File: src/rtl/cacheline_adapter_pkg.sv
// Shared types and constants for the cache <-> banked-memory line adapter.
// Line addresses split as tag[31:9], set[8:5], offset[4:0].
package cacheline_adapter_pkg;

  localparam int LINE_WIDTH   = 256;
  localparam int BEAT_WIDTH   = 64;
  localparam int BEATS        = LINE_WIDTH / BEAT_WIDTH;
  localparam int CNT_WIDTH    = $clog2(BEATS);

  localparam int TAG_WIDTH    = 23;
  localparam int SET_WIDTH    = 4;
  localparam int OFFSET_WIDTH = 5;

  typedef enum logic [2:0] {
    IDLE,
    RD_REQ,
    RD_DATA,
    WR_DATA,
    RESP
  } adapter_state_t;

  typedef struct packed {
    logic        valid;
    logic [31:0] addr;
  } stage_reg_t;

endpackage

File: src/rtl/cacheline_adapter.sv
// Converts one 256-bit cache line request into a 4-beat 64-bit bmem burst and
// reassembles read beats into a line answered with a single-cycle dfp_resp.
module cacheline_adapter
  import cacheline_adapter_pkg::*;
(
  input  logic                  clk,
  input  logic                  rst,
  input  logic [31:0]           dfp_addr,
  input  logic                  dfp_read,
  input  logic                  dfp_write,
  input  logic [LINE_WIDTH-1:0] dfp_wdata,
  output logic [LINE_WIDTH-1:0] dfp_rdata,
  output logic                  dfp_resp,
  output logic [31:0]           bmem_addr,
  output logic                  bmem_read,
  output logic                  bmem_write,
  output logic [BEAT_WIDTH-1:0] bmem_wdata,
  input  logic                  bmem_ready,
  input  logic [31:0]           bmem_raddr,
  input  logic [BEAT_WIDTH-1:0] bmem_rdata,
  input  logic                  bmem_rvalid
);

  localparam logic [CNT_WIDTH-1:0] LAST_BEAT = CNT_WIDTH'(BEATS - 1);
  localparam logic [CNT_WIDTH-1:0] CNT_ONE   = CNT_WIDTH'(1);

  adapter_state_t        state_q, state_d;
  logic [CNT_WIDTH-1:0]  cnt_q, cnt_d;
  logic [31:0]           addr_q, addr_d;
  logic [LINE_WIDTH-1:0] line_q, line_d;
  logic [LINE_WIDTH-1:0] rdata_q, rdata_d;
  logic [BEAT_WIDTH-1:0] wdata_q, wdata_d;
  logic                  read_q, read_d;
  logic                  write_q, write_d;
  logic                  resp_q, resp_d;

  logic                  unused_offset;
  assign unused_offset = ^dfp_addr[OFFSET_WIDTH-1:0];

  // line_q doubles as the write-data latch and the read assembly buffer;
  // rdata_q only changes when a read completes so writes leave it intact.
  always_comb begin
    state_d = state_q;
    cnt_d   = cnt_q;
    addr_d  = addr_q;
    line_d  = line_q;
    rdata_d = rdata_q;
    wdata_d = wdata_q;
    read_d  = 1'b0;
    write_d = 1'b0;
    resp_d  = 1'b0;

    case (state_q)
      IDLE: begin
        if (dfp_read) begin
          addr_d  = {dfp_addr[31:OFFSET_WIDTH], {OFFSET_WIDTH{1'b0}}};
          cnt_d   = '0;
          read_d  = 1'b1;
          state_d = RD_REQ;
        end else if (dfp_write) begin
          addr_d  = {dfp_addr[31:OFFSET_WIDTH], {OFFSET_WIDTH{1'b0}}};
          line_d  = dfp_wdata;
          wdata_d = dfp_wdata[BEAT_WIDTH-1:0];
          cnt_d   = '0;
          write_d = 1'b1;
          state_d = WR_DATA;
        end
      end

      RD_REQ: begin
        if (bmem_ready) begin
          state_d = RD_DATA;
        end else begin
          read_d = 1'b1;
        end
      end

      RD_DATA: begin
        if (bmem_rvalid && (bmem_raddr == addr_q)) begin
          line_d[BEAT_WIDTH*int'(cnt_q) +: BEAT_WIDTH] = bmem_rdata;
          cnt_d = cnt_q + CNT_ONE;
          if (cnt_q == LAST_BEAT) begin
            rdata_d = line_d;
            resp_d  = 1'b1;
            state_d = RESP;
          end
        end
      end

      WR_DATA: begin
        write_d = 1'b1;
        if (bmem_ready) begin
          cnt_d = cnt_q + CNT_ONE;
          if (cnt_q == LAST_BEAT) begin
            write_d = 1'b0;
            resp_d  = 1'b1;
            state_d = RESP;
          end else begin
            wdata_d = line_q[BEAT_WIDTH*int'(cnt_d) +: BEAT_WIDTH];
          end
        end
      end

      RESP: begin
        state_d = IDLE;
      end

      default: begin
        state_d = IDLE;
      end
    endcase
  end

  always_ff @(posedge clk) begin
    if (!rst) begin
      state_q <= IDLE;
      cnt_q   <= '0;
      addr_q  <= '0;
      line_q  <= '0;
      rdata_q <= '0;
      wdata_q <= '0;
      read_q  <= 1'b0;
      write_q <= 1'b0;
      resp_q  <= 1'b0;
    end else begin
      state_q <= state_d;
      cnt_q   <= cnt_d;
      addr_q  <= addr_d;
      line_q  <= line_d;
      rdata_q <= rdata_d;
      wdata_q <= wdata_d;
      read_q  <= read_d;
      write_q <= write_d;
      resp_q  <= resp_d;
    end
  end

  assign dfp_rdata  = rdata_q;
  assign dfp_resp   = resp_q;
  assign bmem_addr  = addr_q;
  assign bmem_read  = read_q;
  assign bmem_write = write_q;
  assign bmem_wdata = wdata_q;

endmodule

File: config.mk
export PLATFORM = sky130hd
export DESIGN_NAME = cacheline_adapter
export DESIGN_NICKNAME = d
export VERILOG_FILES = /design/src/rtl/cacheline_adapter_pkg.sv /design/src/rtl/cacheline_adapter.sv
export SDC_FILE = /design/constraint.sdc
export NUM_CORES = 1
export LEC_CHECK = 0
export CORE_AREA = 2 2 288 290
export DETAILED_ROUTE_END_ITERATION = 10
export DIE_AREA = 0 0 290 292
export HOLD_SLACK_MARGIN = 0.15
export PLACE_DENSITY_LB_ADDON = 0.12
export RECOVER_POWER = 100
export REMOVE_ABC_BUFFERS = 1
export SLEW_MARGIN = 20
export SYNTH_ARGS = -nofsm -noshare
export SYNTH_HDL_FRONTEND = slang
export SYNTH_SLANG_ARGS = --single-unit
File: constraint.sdc
create_clock -name clk -period 4.8 [get_ports clk]
set_clock_uncertainty 0.05 [all_clocks]
set_input_delay 0.96 -clock clk [delete_from_list [all_inputs] [get_ports clk]]
set_output_delay 0.96 -clock clk [all_outputs]
set_load 0.01 [all_outputs]
==> metrics.txt <==
DRT Wirelength=128,000 um; initial antenna violation count=25; synthesized area=between 30,000 and 40,000 um^2; antenna viol nets, final=0; Max-slew headroom=-59.6%; Clock Path Buffers=3; Cells after Synth=between 3k and 4k; gpl congestion=0.833; worst setup path category=register to register; largest net degree at the start of global routing=between 200 and 250; final core utilization=approximately half; TritonRoute pass-1 iters=5; Final Max Slew Viols=around 190; failing checks=capacitance limit, slew limit; R2R Path End=bmem_wdata[63]; run status=finished with violations; share of cells above drive strength 1=6.29%; Max-Cap Viols=3; worst hold stages=2; setup TNS=0 ns; RSZ-0062 raised after global routing=no; worst hold endpoint=line_q[171]; min cycle time layout=between 3 and 4 ns; DRT iter0 DRCs=2,732; IR Drop Worst-Case VDD=0.000404 V; Post-synth EDFFs=0; number of vias per cell=around 6; worst-skew pair later-pin latency=~0.63 ns; Post-CTS Setup Inserts=0; reg-to-reg critical path startpoint=state_q[1]; FP Rows=105; yosys warns=0; nets=4,361; Synth cell types=43; WL/cell=around 25 um; Hold Crit Class=register to register; CTS tree=done; clk root buf=clkbuf_16; die height=between 200 and 300 um; vias in the first global route=28.9k; global-route wire length before repair=189,000 um; Final Hold Slack=0.428 ns; asr flop ratio synth=0%; Primary FF master, synth=dfxtp_1; Worst R2R Path Depth=6; total CTS buffers=73; CP startpoint=state_q[1]; CP Capture Type=register; input/output buffers=734; GRT Residual Overflow=0; Area growth syn-to-layout=33.4%; Die Area=between 80,000 and 90,000 um^2; Boundary Pins=between 700 and 800; Detail Placement HPWL=76,600 um; hold buffers post-CTS=0; setup slack, reg-to-reg=0.83 ns; post-CTS sizing=0; # clock sinks=between 600 and 700; initial core utilization=37.5%; min-delay src=line_q[171]; FF+latch count, synth=611; Worst Tran Pin Value=2.39 ns; DR DRC count=0; crit path max fanout=48; Setup Viol. Count Final=0; Core Area=roughly 82,000 um^2; endpoints failing hold=0; Worst setup SP type=register; gr usage total=roughly 29%; Clock transition at path regs=0.06 ns; sequential-to-total area share from yosys stat=39.9%; Tcrit/Tclk final=82.8%; LEAKAGE=18.9 nW; DIE WIDTH=290 um; crit path DAT=4.43 ns; DR vias=30.3k; Fmax=between 0.2 and 0.3 GHz; syn avg cell area=8.70 um^2; Required @ worst endpoint=5.26 ns; H-tree levels=3; PD cells=402 nW/um^2
## critical path: stages (launching register included)
cell,delay (ns)
dfxtp_1,0.52
inv_2,0.13
or3_2,1.15
o21ai_4,0.98
buf_4,0.64
nand2_1,0.14
o211a_1,0.17
## worst max-delay path by stage
stage | to | slack [ns] | cells past startpoint
2_1_floorplan | line_q[0] | -45.42 | 4
3_3_place_gp | line_q[80] | 0.74 | 8
3_5_place_dp | line_q[199] | 0.72 | 8
4_1_cts | dfp_rdata[182] | 1.37 | 8
5_1_grt | dfp_rdata[190] | 0.63 | 8
6_report | bmem_wdata[63] | 0.83 | 6
## through the flow
stage	cells	area [um^2]	total power, W	worst slack (ns)
finish	5110	40800	0.0164	0.826
global route	5105	40800	0.0172	0.630
CTS	5090	40800	0.0166	1.37
detailed placement	4960	38400	0.0109	0.717
global placement	4960	38400	0.0109	0.743
floorplan	3094	28800	0.00856	-45.42
## layout make-up
cell class              count  area (um^2)
well taps                1070         1340
fillers                  7761        40700
diodes                     20         50.0
clock buffers             118         2270
multi-input cells        2477        16700
inverters                   6         22.5
repair buffers            796         8120
flip-flops and latches    611        12200
clock inverters            12          150
## sequential cells by signal (all words and copies together) (netlist names)
name / flops
bmem_addr: 27
bmem_read: 1
bmem_wdata: 64
bmem_write: 1
cnt_q: 2
dfp_rdata: 256
dfp_resp: 1
line_q: 256
state_q: 3
## layer usage
layer / vias up / track usage (%) / wire length (um)
li1: 14044 / - / -
met5: - / 0 / 112
met3: 231 / 5.88 / 9250
met1: 14777 / 37.3 / 52800
met2: 1204 / 47.5 / 61300
met4: 16 / 11.1 / 4350
## cells in the final DEF, fill, tap and decap left out, types with 3 or more instances in the layout
cell type          n
nor2_1             4
clkdlybuf4s50_1  383
nor3_1             3
clkbuf_8          21
a21oi_1          259
buf_4             37
ha_4               5
dfxtp_1          610
nor2b_1          258
a21boi_0          28
o211a_1          320
mux4_2            64
buf_12            25
bufinv_16          3
diode_2           20
xnor2_1           24
mux2i_1           65
xor2_1             3
o21ai_0          257
clkinv_2           7
nand3_1          258
nand4_1          265
nand2_1          377
o211ai_1         256
clkbuf_1          21
inv_1              5
clkbuf_16         76
dlygate4sd3_1    350
nor4_1             3
conb_1             5
## cells in the mapped netlist (2+ instances only)
| master | number | area (um^2) |
|---|---|---|
| dfxtp_1 | 611 | 12200 |
| nand2_1 | 377 | 1420 |
| o211a_1 | 320 | 3200 |
| clkbuf_1 | 319 | 1200 |
| nand4_1 | 265 | 1660 |
| a21oi_1 | 259 | 1300 |
| nand3_1 | 258 | 1290 |
| nor2b_1 | 258 | 1610 |
| o211ai_1 | 256 | 1920 |
| o21ai_1 | 142 | 711 |
| o21ai_0 | 118 | 591 |
| mux2i_1 | 65 | 651 |
| mux4_2 | 64 | 1440 |
| buf_2 | 48 | 240 |
| buf_1 | 29 | 109 |
| a21boi_0 | 28 | 210 |
| xnor2_1 | 24 | 210 |
| buf_4 | 21 | 158 |
| buf_6 | 12 | 135 |
| ha_1 | 6 | 75.1 |
| inv_1 | 5 | 18.8 |
| nor2_1 | 4 | 15.0 |
| and4_1 | 3 | 26.3 |
| nor3_1 | 3 | 15.0 |
| xor2_1 | 3 | 26.3 |
| and2_1 | 2 | 12.5 |
| nor4_1 | 2 | 12.5 |
| nor4bb_1 | 2 | 20.0 |
## report_power, final
group,switching (W),internal (W)
sequential,0.000424,0.00565
clock,0.00229,0.00339
combinational,0.00280,0.00187
## kinds of logic (layout without fill, tap and decap cells)
group | count (synthesis) | after routing | share of synthesized area (%)
muxes | 129 | 129 | 6.83
other | 1 | 25 | 0.0122
and+or+nand+nor | 1181 | 1181 | 20.0
DFF | 611 | 611 | 39.9
xor gates and xnor gates | 27 | 27 | 0.772
adders and majority gates | 6 | 6 | 0.245
buffers and inverters | 435 | 932 | 6.08
AOI/OAI and AO/OA | 1129 | 1129 | 26.1
Note: power is estimated with default switching activity, not from simulation.
